===== src/rtl/usr_pkg.sv =====
`default_nettype none
// ============================================================================
//  Module   : usr_pkg
//  Desc     : Shared encodings for the universal shift-register sequencer:
//             command opcodes, FSM states, datapath selects, default width.
//  Revision : 1.0 - initial release
// ============================================================================
package usr_pkg;

    // Default register width in bits
    localparam int USR_DEF_WIDTH = 8;

    // Command opcodes as presented on cmd_op
    typedef enum logic [1:0] {
        OP_NOP   = 2'b00,
        OP_SHR   = 2'b01,
        OP_SHL   = 2'b10,
        OP_LOAD  = 2'b11
    } op_e;

    // Sequencer states
    typedef enum logic [1:0] {
        ST_IDLE  = 2'b00,
        ST_LOAD  = 2'b01,
        ST_SHIFT = 2'b10,
        ST_DONE  = 2'b11
    } state_e;

    // Per-cycle action requested from the shift datapath
    typedef enum logic [1:0] {
        SEL_HOLD = 2'b00,
        SEL_SHR  = 2'b01,
        SEL_SHL  = 2'b10,
        SEL_LOAD = 2'b11
    } sel_e;

endpackage : usr_pkg
`default_nettype wire


===== src/rtl/usr_core.sv =====
`default_nettype none
// ============================================================================
//  Module   : usr_core
//  Desc     : Shift datapath: holds the register and the last expelled bit.
//             Performs exactly one action per clock as chosen by sel.
//  Revision : 1.0 - initial release
// ============================================================================
module usr_core
    import usr_pkg::*;
#(
    parameter int WIDTH = USR_DEF_WIDTH
) (
    input  logic             clk,
    input  logic             clr_n,
    input  sel_e             sel,
    input  logic             fill,
    input  logic [WIDTH-1:0] data_in,
    output logic [WIDTH-1:0] data_out,
    output logic             ser_out
);

    logic [WIDTH-1:0] reg_q;
    logic             ser_q;

    // Register update: load, shift one place with fill, or hold
    always_ff @(posedge clk or negedge clr_n) begin
        if (!clr_n) begin
            reg_q <= '0;
            ser_q <= 1'b0;
        end else begin
            case (sel)
                SEL_LOAD: begin
                    reg_q <= data_in;
                end
                SEL_SHR: begin
                    reg_q <= {fill, reg_q[WIDTH-1:1]};
                    ser_q <= reg_q[0];
                end
                SEL_SHL: begin
                    reg_q <= {reg_q[WIDTH-2:0], fill};
                    ser_q <= reg_q[WIDTH-1];
                end
                default: begin
                    reg_q <= reg_q;
                    ser_q <= ser_q;
                end
            endcase
        end
    end

    assign data_out = reg_q;
    assign ser_out  = ser_q;

endmodule : usr_core
`default_nettype wire


===== src/rtl/usr_seq.sv =====
`default_nettype none
// ============================================================================
//  Module   : usr_seq
//  Desc     : Command sequencer for a universal shift register. Accepts one
//             command at a time (NOP / shift right / shift left / load),
//             counts shifts with pause support and pulses done on completion.
//  Revision : 1.0 - initial release
// ============================================================================
module usr_seq
    import usr_pkg::*;
#(
    parameter int WIDTH = USR_DEF_WIDTH,
    parameter int CW    = $clog2(WIDTH) + 1
) (
    input  logic             clk,
    input  logic             clr_n,
    input  logic             cmd_valid,
    output logic             cmd_ready,
    input  logic [1:0]       cmd_op,
    input  logic [CW-1:0]    cmd_cnt,
    input  logic [WIDTH-1:0] cmd_data,
    input  logic             cmd_rot,
    input  logic             ser_in,
    input  logic             pause,
    output logic [WIDTH-1:0] data_out,
    output logic             ser_out,
    output logic             busy,
    output logic             done
);

    localparam logic [CW-1:0] C_WIDTH_CNT = CW'(WIDTH);
    localparam logic [CW-1:0] C_CNT_ONE   = CW'(1);

    state_e           state_q;
    op_e              op_q;
    logic [CW-1:0]    cnt_q;
    logic [WIDTH-1:0] data_q;
    logic             rot_q;
    logic             done_q;
    logic             busy_q;

    logic [CW-1:0]    cnt_sat_d;
    logic             is_shift_d;
    sel_e             sel_d;
    logic             expelled_d;
    logic             fill_d;

    // Requested shift count clipped to the register width at accept time
    always_comb begin
        cnt_sat_d  = (cmd_cnt > C_WIDTH_CNT) ? C_WIDTH_CNT : cmd_cnt;
        is_shift_d = (cmd_op == OP_SHR) || (cmd_op == OP_SHL);
    end

    // Sequencer FSM with shift counter; done/busy are registered with state
    always_ff @(posedge clk or negedge clr_n) begin
        if (!clr_n) begin
            state_q <= ST_IDLE;
            op_q    <= OP_NOP;
            cnt_q   <= '0;
            data_q  <= '0;
            rot_q   <= 1'b0;
            done_q  <= 1'b0;
            busy_q  <= 1'b0;
        end else begin
            done_q <= 1'b0;
            case (state_q)
                ST_IDLE: begin
                    if (cmd_valid) begin
                        op_q   <= op_e'(cmd_op);
                        cnt_q  <= cnt_sat_d;
                        data_q <= cmd_data;
                        rot_q  <= cmd_rot;
                        busy_q <= 1'b1;
                        if (cmd_op == OP_LOAD) begin
                            state_q <= ST_LOAD;
                        end else if (is_shift_d && (cnt_sat_d != '0)) begin
                            state_q <= ST_SHIFT;
                        end else begin
                            state_q <= ST_DONE;
                            done_q  <= 1'b1;
                        end
                    end
                end
                ST_LOAD: begin
                    state_q <= ST_DONE;
                    done_q  <= 1'b1;
                end
                ST_SHIFT: begin
                    if (!pause) begin
                        cnt_q <= cnt_q - C_CNT_ONE;
                        if (cnt_q == C_CNT_ONE) begin
                            state_q <= ST_DONE;
                            done_q  <= 1'b1;
                        end
                    end
                end
                default: begin
                    // DONE lasts a single cycle, then back to IDLE
                    state_q <= ST_IDLE;
                    busy_q  <= 1'b0;
                end
            endcase
        end
    end

    // Datapath action for this cycle: load in LOAD, shift in unpaused SHIFT
    always_comb begin
        sel_d = SEL_HOLD;
        case (state_q)
            ST_LOAD:  sel_d = SEL_LOAD;
            ST_SHIFT: begin
                if (!pause) begin
                    sel_d = (op_q == OP_SHL) ? SEL_SHL : SEL_SHR;
                end
            end
            default:  sel_d = SEL_HOLD;
        endcase
    end

    // Fill bit: the bit leaving the register when rotating, else serial input
    always_comb begin
        expelled_d = (op_q == OP_SHL) ? data_out[WIDTH-1] : data_out[0];
        fill_d     = rot_q ? expelled_d : ser_in;
    end

    usr_core #(
        .WIDTH (WIDTH)
    ) u_core (
        .clk      (clk),
        .clr_n    (clr_n),
        .sel      (sel_d),
        .fill     (fill_d),
        .data_in  (data_q),
        .data_out (data_out),
        .ser_out  (ser_out)
    );

    assign cmd_ready = (state_q == ST_IDLE);
    assign busy      = busy_q;
    assign done      = done_q;

endmodule : usr_seq
`default_nettype wire


===== config.mk =====
export PLATFORM = sky130hd
export DESIGN_NAME = usr_seq
export DESIGN_NICKNAME = d
export VERILOG_FILES = /design/src/rtl/usr_pkg.sv /design/src/rtl/usr_core.sv /design/src/rtl/usr_seq.sv
export SDC_FILE = /design/constraint.sdc
export NUM_CORES = 1
export LEC_CHECK = 0
export BUFFER_PORTS_ARGS = -buffer_cell sky130_fd_sc_hd__buf_2
export CORE_AREA = 8 8 67 69
export CTS_CLUSTER_SIZE = 28
export DETAILED_ROUTE_END_ITERATION = 10
export DIE_AREA = 0 0 75 77
export PLACE_DENSITY_LB_ADDON = 0.12
export SKIP_CTS_REPAIR_TIMING = 1
export SYNTH_ARGS = -nofsm -noshare
export SYNTH_HDL_FRONTEND = slang
export SYNTH_SLANG_ARGS = --single-unit

===== constraint.sdc =====
create_clock -name clk -period 2.3 [get_ports clk]
set_input_delay 0.69 -clock clk [delete_from_list [all_inputs] [get_ports clk]]
set_output_delay 0.69 -clock clk [all_outputs]
set_load 0.01 [all_outputs]

==> flow_summary.ini, run 1 <==
[setup_path]
cp_top_family = flip-flops
crit_type = reg -> out
path_max_fanout = 9
critPathMaxStageDelay_ps = 430
crit_chain = inv_1 > buf_4 > ha_1 > buf_2
arrival_ps = 1480
required_ps = 1610
cp_slowest_cell = dfrtp_1
cp_num_buf_inv = 3
end_kind = output port
cp-start-kind = flop

[synth]
synthArstFlopShare_pct = 100.0
synthCells = 153
synth_top_area_share_pct = 43.21
ys_seq_elements = 28
synth_cell_types = 43
synthTopCellsByCount = dfrtp_1, mux2_2, nor2_1
ys.flop_type = dfrtp_1
synth.net_count = 183
synth-edff-count = 0
synth.most_common_cell = dfrtp_1
yosysWarningCount = 0
synth_area_per_cell_um2 = 10.60
syn_area_um2 = 1622
yosys.area.top_type = dfrtp_1
synth_area_leaders = dfrtp_1, mux2_2, ha_1
ys_seq_area_share_pct = 43.21

[clock_network]
cts_root_buffer = clkbuf_4
cts_buffer_depth = 2
cts_made_buffers = 3
cts_tree = yes
clk_pin_slew_worst_paths_ps = 160
clkSinkCount = 28
clkLatencyLatePin_ps = 330
htreeDepth = 1

[timing]
period_minus_slack_ps = 2165
final.setup_skew_ps = 10.99
hold_viol_final = 0
setup_viol = 0
post-route-period-util_pct = 94.14
fin_hold_ws_ps = 350.4
max_slew_margin_pct = 57.26
fmax_mhz = 461.8
tightest_slew_ps = 641.0
slew_violations = 0
tns_ps = 0

[placement]
portBuffers = 31
place_congestion = 0.8274
placed_area_um2 = 1879
dp_cells = 234
hpwl_um = 2845

[floorplanning]
io-pin-count = 32
core-area_um2 = 3496
die_area_um2 = 5775
die_h_um = 77
rows = 22
initial_utilization_pct = 46.39
die_x_um = 75

[drt]
drc = 0
drtAntennaViolNets = 0
totalWireLength_um = 3767
wire_per_inst_um = 15.57
num_vias = 1335
drt_pre_antenna_iters = 4
first_iter_violations = 79
routed_via_density = 5.517

[power_and_ir_drop]
power_density_nw_per_um2 = 1616
totalPowerFinal_mw = 3.178
leakagePower_nw = 0.9333
peakVddDrop_uv = 686.0

[finish]
fin_cells = 242
n_fill_cell = 347
stdcell_area_um2 = 1967
n_antenna_cell = 0
layout-drive-gt1-share_pct = 36.08
area_delta_synth_final_pct = 21.30
nets = 225

[hold_path]
hp-class = in -> async

[global_routing]
antenna_found_initial = 0
grt_max_degree = 29
grt_overflow = 0
grt_pass1_vias = 1375
grt_first_pass_wirelength_um = 6154
grtUsageTotal_pct = 13.23

[flow_run]
drv_cap = 0

[status]
status = complete, no violations
## where the power goes
part           internal, mW  switching, mW
combinational         0.958          0.934
sequential            0.749          0.210
clock                 0.176          0.150
total                  1.88           1.29
## sequential cells by signal, summed over array words and instances (netlist names)
| signal | count |
|---|---|
| done | 1 |
| u_core.ser_out | 1 |
| busy | 1 |
| data_q | 8 |
| cnt_q | 4 |
| rot_q | 1 |
| u_core.data_out | 8 |
| op_q | 2 |
| state_q | 2 |
## cell type report
class | count | area [µm²] | area share (%)
clock buffers | 3 | 22.52 | 1.145
clock inverters | 1 | 30.03 | 1.527
inverters | 10 | 37.54 | 1.908
multi-input cells | 107 | 858.3 | 43.64
flip-flops and latches | 28 | 700.7 | 35.62
well taps | 48 | 60.06 | 3.053
repair buffers | 45 | 257.7 | 13.10
## through the flow
stage	setup WS (ps)	util, %
floorplan	91.44	-
CTS	-9.150	55.26
global route	-48.19	56.26
global placement	-31.97	53.76
detailed placement	-80.77	53.76
finish	134.7	56.26
## path summary, 6_finish.rpt
check,from,to,slack (ps),depth (start not counted)
setup / recovery,state_q[0],cmd_ready,130,4
hold / removal,clr_n,u_core.data_out[6],350,1
setup reg to reg,state_q[0],u_core.data_out[0],150,10
hold reg to reg,busy,busy,510,2
max in group asynchronous,clr_n,busy,1530,1
min in group clk,busy,busy,510,2
## cells in the final DEF, fill, tap and decap left out, types with 4 or more instances in the layout
| cell type | instances |
|---|---|
| a21oi_1 | 6 |
| a22oi_1 | 6 |
| o21a_1 | 4 |
| a211oi_1 | 7 |
| dfrtp_1 | 28 |
| buf_4 | 13 |
| a21o_1 | 6 |
| mux2_2 | 13 |
| buf_2 | 32 |
| nand2b_1 | 6 |
| nor2_1 | 13 |
| inv_1 | 10 |
| ha_1 | 7 |
## layer usage
metal	track usage [%]	part of all wire, %	routed length, µm
met5	0	0	0
met4	5.098	1.0	38
met3	3.121	4.9	183
met2	21.80	51	1907
met1	15.80	43	1637
## cells by family after synthesis
kind of cell             share of synthesized area, %
buffers and inverters                           4.321
AND/OR/NAND/NOR                                 12.58
AO/OA/AOI/OAI                                   21.22
adder cells (fa/ha/maj)                         7.716
flip-flops                                      43.21
multiplexers                                    10.96
No activity file was read; power rests on OpenSTA's default activity.
==> run 2: changes to the inputs <==
- CORE_AREA: 8 8 67 69 -> 5 5 64 66
- DIE_AREA: 0 0 75 77 -> 0 0 69 71
==> run 2 against run 1 <==
Combinational power barely moved. Final cell count fell by 0.41%. Via count fell by 0.22%. Sequential power fell by 0.4%. Clock power fell by 25%. Maximum frequency rose by 3.0%. Utilization fell by 0.87 points. Power fell by 3.6%. Critical endpoint unchanged.
==> flow_summary.ini, run 2 (synthesized netlist as in run 1, its figures left out) <==
[drt]
drc = 0
drtAntennaViolNets = 0
totalWireLength_um = 3559
first_iter_violations = 115
routed_via_density = 5.527
drt_pre_antenna_iters = 4
num_vias = 1332
wire_per_inst_um = 14.77

[setup_path]
path_max_fanout = 9
crit_type = reg -> out
required_ps = 1610
rrSetupSlack_ps = 230
arrival_ps = 1410
end_kind = output port
r2r-end = u_core.data_out[0]
critPathMaxStageDelay_ps = 400
cp-start-kind = flop
r2r_cells = 10
cp_slowest_cell = dfrtp_1
r2r-start = state_q[0]
crit_chain = inv_1 > buf_4 > ha_1 > buf_2

[finish]
final_common_cell = buf_2
final_util_pct = 55.40
layout-drive-gt1-share_pct = 35.75
nets = 224
final_cell_mix = buf_2, dfrtp_1, nor2_1, mux2_2, buf_4
area_delta_synth_final_pct = 20.37
n_antenna_cell = 0

[clock_network]
cts_root_buffer = clkbuf_4
clkLatencyLatePin_ps = 340
clkSinkCount = 28
htreeDepth = 1
clk_pin_slew_worst_paths_ps = 150
cts_buffer_depth = 2
cts_tree = yes
cts_made_buffers = 3

[global_routing]
grt_max_degree = 29
grt_pass1_vias = 1364
grt_first_pass_wirelength_um = 6044
antenna_found_initial = 0
grt_overflow = 0
grtUsageTotal_pct = 15.00

[timing]
tns_ps = 0
hold_viol_final = 0
fmax_mhz = 475.8
setup_viol = 0
max_slew_margin_pct = 57.24
rsz0062_at_grt = no
final.setup_skew_ps = 10.68
post-route-period-util_pct = 91.38
slew_violations = 0
tightest_slew_ps = 641.5
period_minus_slack_ps = 2102

[floorplanning]
initial_utilization_pct = 46.02
rows = 22
io-pin-count = 32
die_area_um2 = 4899
die_h_um = 71
core-area_um2 = 3523
die_x_um = 69

[power_and_ir_drop]
peakVddDrop_uv = 664.4
leakagePower_nw = 0.9255
totalPowerFinal_mw = 3.063
power_density_nw_per_um2 = 1569

[placement]
portBuffers = 31
place_congestion = 0.8293
hpwl_um = 2742

[status]
status = complete, no violations

[hold_path]
hp-class = in -> async

[flow_run]
drv_cap = 0
-- run 2: cell type report --
cell class / instances / area (µm²)
Tap cell: 48 / 60.06
Inverter: 10 / 37.54
Multi-Input combinational cell: 107 / 864.6
Sequential cell: 28 / 700.7
Timing Repair Buffer: 44 / 252.7
Fill cell: 344 / 1572
Clock buffer: 4 / 36.28
-- run 2: worst max path at each step --
stage               start                  to  slack, ps  cells after the start
2_1_floorplan  state_q[0]  u_core.data_out[0]         90                     11
6_report       state_q[0]           cmd_ready        200                      4
5_1_grt        state_q[0]  u_core.data_out[0]         40                     10
4_1_cts        state_q[0]  u_core.data_out[0]        130                     10
3_5_place_dp        pause  u_core.data_out[0]         50                      9
3_3_place_gp        pause  u_core.data_out[7]        110                      9
-- run 2: layer usage --
metal / wire [µm] / track usage [%] / vias up
met5: 0 / 0 / -
met4: 42 / 6.725 / 0
met3: 164 / 3.125 / 4
met2: 1760 / 26.06 / 33
met1: 1591 / 17.86 / 647
li1: - / - / 648
-- run 2: report_power, final --
group	internal [mW]	switching, mW
clock	0.0971	0.148
sequential	0.749	0.207
combinational	0.940	0.921
-- run 2: metrics by stage --
step,instance area [µm²],cells,hold WS [ps],worst slack [ps]
2_1_floorplan,1627,153,394.4,91.44
3_3_place_gp,1902,237,481.2,106.5
3_5_place_dp,1902,237,499.2,50.98
4_1_cts,1938,241,364.8,131.2
5_1_grt,1952,241,385.8,40.68
6_report,1952,241,351.0,198.4
-- run 2: critical path, delay by kind of cell (launching register included) --
family     cells  cell delay, ps
flops          1             400
buf+inv        3             370
fa+ha+maj      1             310
==> run 3: changes to the inputs <==
- CORE_AREA: 5 5 64 66 -> 5 5 62 64
- DIE_AREA: 0 0 69 71 -> 0 0 67 69
- clock period: 2.3 -> 2.2 ns (I/O delays scaled with it)
==> run 3 against run 2 <==
Worst hold slack lost 13 ps. Sequential power is 4.5% higher. Clock power hardly changed. Critical endpoint unchanged. Non-clock buffer count is 2 lower. Wire length shrank 4.2%. Sequential share of layout area grew 0.16 points. Worst setup slack got worse by 94 ps. Via count is 1.7% lower. Critical path depth is the same. Clock-buffer cell count is the same. Combinational power grew 4%.
==> flow_summary.ini, run 3 (synthesized netlist as in run 1, its figures left out) <==
[floorplanning]
rows = 21
die_h_um = 69
initial_utilization_pct = 50.17
io-pin-count = 32
die_x_um = 67
die_area_um2 = 4623
core-area_um2 = 3232

[drt]
drc = 0
num_vias = 1309
totalWireLength_um = 3409
wl_met2_um = 1753
wire_per_inst_um = 14.38
met1_length_um = 1524
dr_wl_met3_um = 115
first_iter_violations = 56
top_layer = met4
routed_via_density = 5.523
drtAntennaViolNets = 0
drt_pre_antenna_iters = 4

[finish]
final_cell_mix = buf_2, dfrtp_1, nor2_1, mux2_2, buf_4
final_util_pct = 60.12
area_delta_synth_final_pct = 19.83
n_antenna_cell = 0
seqCellArea_um2 = 700.7
n_fill_cell = 292
stdcell_area_um2 = 1943
nets = 222
final_common_cell = buf_2
layout-drive-gt1-share_pct = 35.60
multi_input_area_um2 = 873.3

[setup_path]
crit_type = reg -> out
arrival_ps = 1440
cp-start-kind = flop
required_ps = 1540
path_max_fanout = 9
end_kind = output port

[timing]
post-route-period-util_pct = 95.26
slew_violations = 0
rsz0062_at_grt = no
fmax_mhz = 477.1
max_slew_margin_pct = 57.38
hold_viol_final = 0
tns_ps = 0
tightest_slew_ps = 639.3
fin_hold_ws_ps = 337.6
final.setup_skew_ps = 5.434
period_minus_slack_ps = 2096
setup_viol = 0
setup_slack_ps = 104.2

[power_and_ir_drop]
seqPwrFrac_pct = 31.4
power_report.internal_total_mw = 1.880
p_clk_share_pct = 7.8
p_comb_share_pct = 60.8
leakagePower_nw = 0.9129
peakVddDrop_uv = 783.6
p_switching_mw = 1.304
swShare_pct = 40.96
power_density_nw_per_um2 = 1638

[placement]
pre_cts_ws_ps = -84.15
placed_area_um2 = 1889
hpwl_um = 2681
portBuffers = 31
place_congestion = 0.8265

[clock_network]
htreeDepth = 1
cts_buffer_depth = 2
cts_tree = yes
clkLatencyLatePin_ps = 320
cts_made_buffers = 3
clk_pin_slew_worst_paths_ps = 150
clkSinkCount = 28
cts_root_buffer = clkbuf_4

[global_routing]
grt_first_pass_wirelength_um = 5954
grtUsageTotal_pct = 15.77
grt_max_degree = 29
grt_overflow = 0
grt_pass1_vias = 1397
antenna_found_initial = 0

[flow_run]
drv_cap = 0

[hold_path]
hp-class = in -> async

[status]
status = complete, no violations
## run 3: cell type report
cell class,instances,share of cell area (%)
multi-input combinational,107,44.95
sequential,28,36.06
timing repair buffer,42,12.23
tap,46,2.962
inverter,10,1.932
clock buffer,4,1.867
## run 3: final timing paths
check | slack (ps) | cells past startpoint | end | start
min in group clk | 530 | 2 | busy | busy
hold / removal | 340 | 1 | u_core.ser_out | clr_n
max in group asynchronous | 1450 | 1 | u_core.data_out[2] | clr_n
hold reg to reg | 530 | 2 | busy | busy
setup reg to reg | 160 | 9 | u_core.data_out[7] | state_q[1]
setup / recovery | 100 | 4 | cmd_ready | state_q[0]
## run 3: metrics by stage
| step | power [mW] | instances |
|---|---|---|
| detailed placement | 2.875 | 233 |
| floorplan | 2.298 | 153 |
| global placement | 2.799 | 233 |
| global route | 3.481 | 237 |
| CTS | 3.132 | 237 |
| finish | 3.184 | 237 |
## run 3: metal layers
layer / vias to the layer above / global-route usage (%)
met5: - / 0
met4: 0 / 4.279
met3: 2 / 2.110
met2: 20 / 27.62
met1: 643 / 19.83
li1: 644 / -
## run 3: worst max-delay path, stage by stage (launching register included)
cell,delay (ps)
dfrtp_1,400
inv_1,80
buf_4,120
ha_1,320
buf_2,200
## run 3: power groups by stage
stage	combinational (mW)	sequential, mW	clock (mW)
CTS	1.87	1.00	0.262
global route	2.17	1.03	0.283
finish	1.94	0.999	0.247
detailed placement	1.86	1.01	0
global placement	1.80	1.00	0
floorplan	1.30	0.996	0
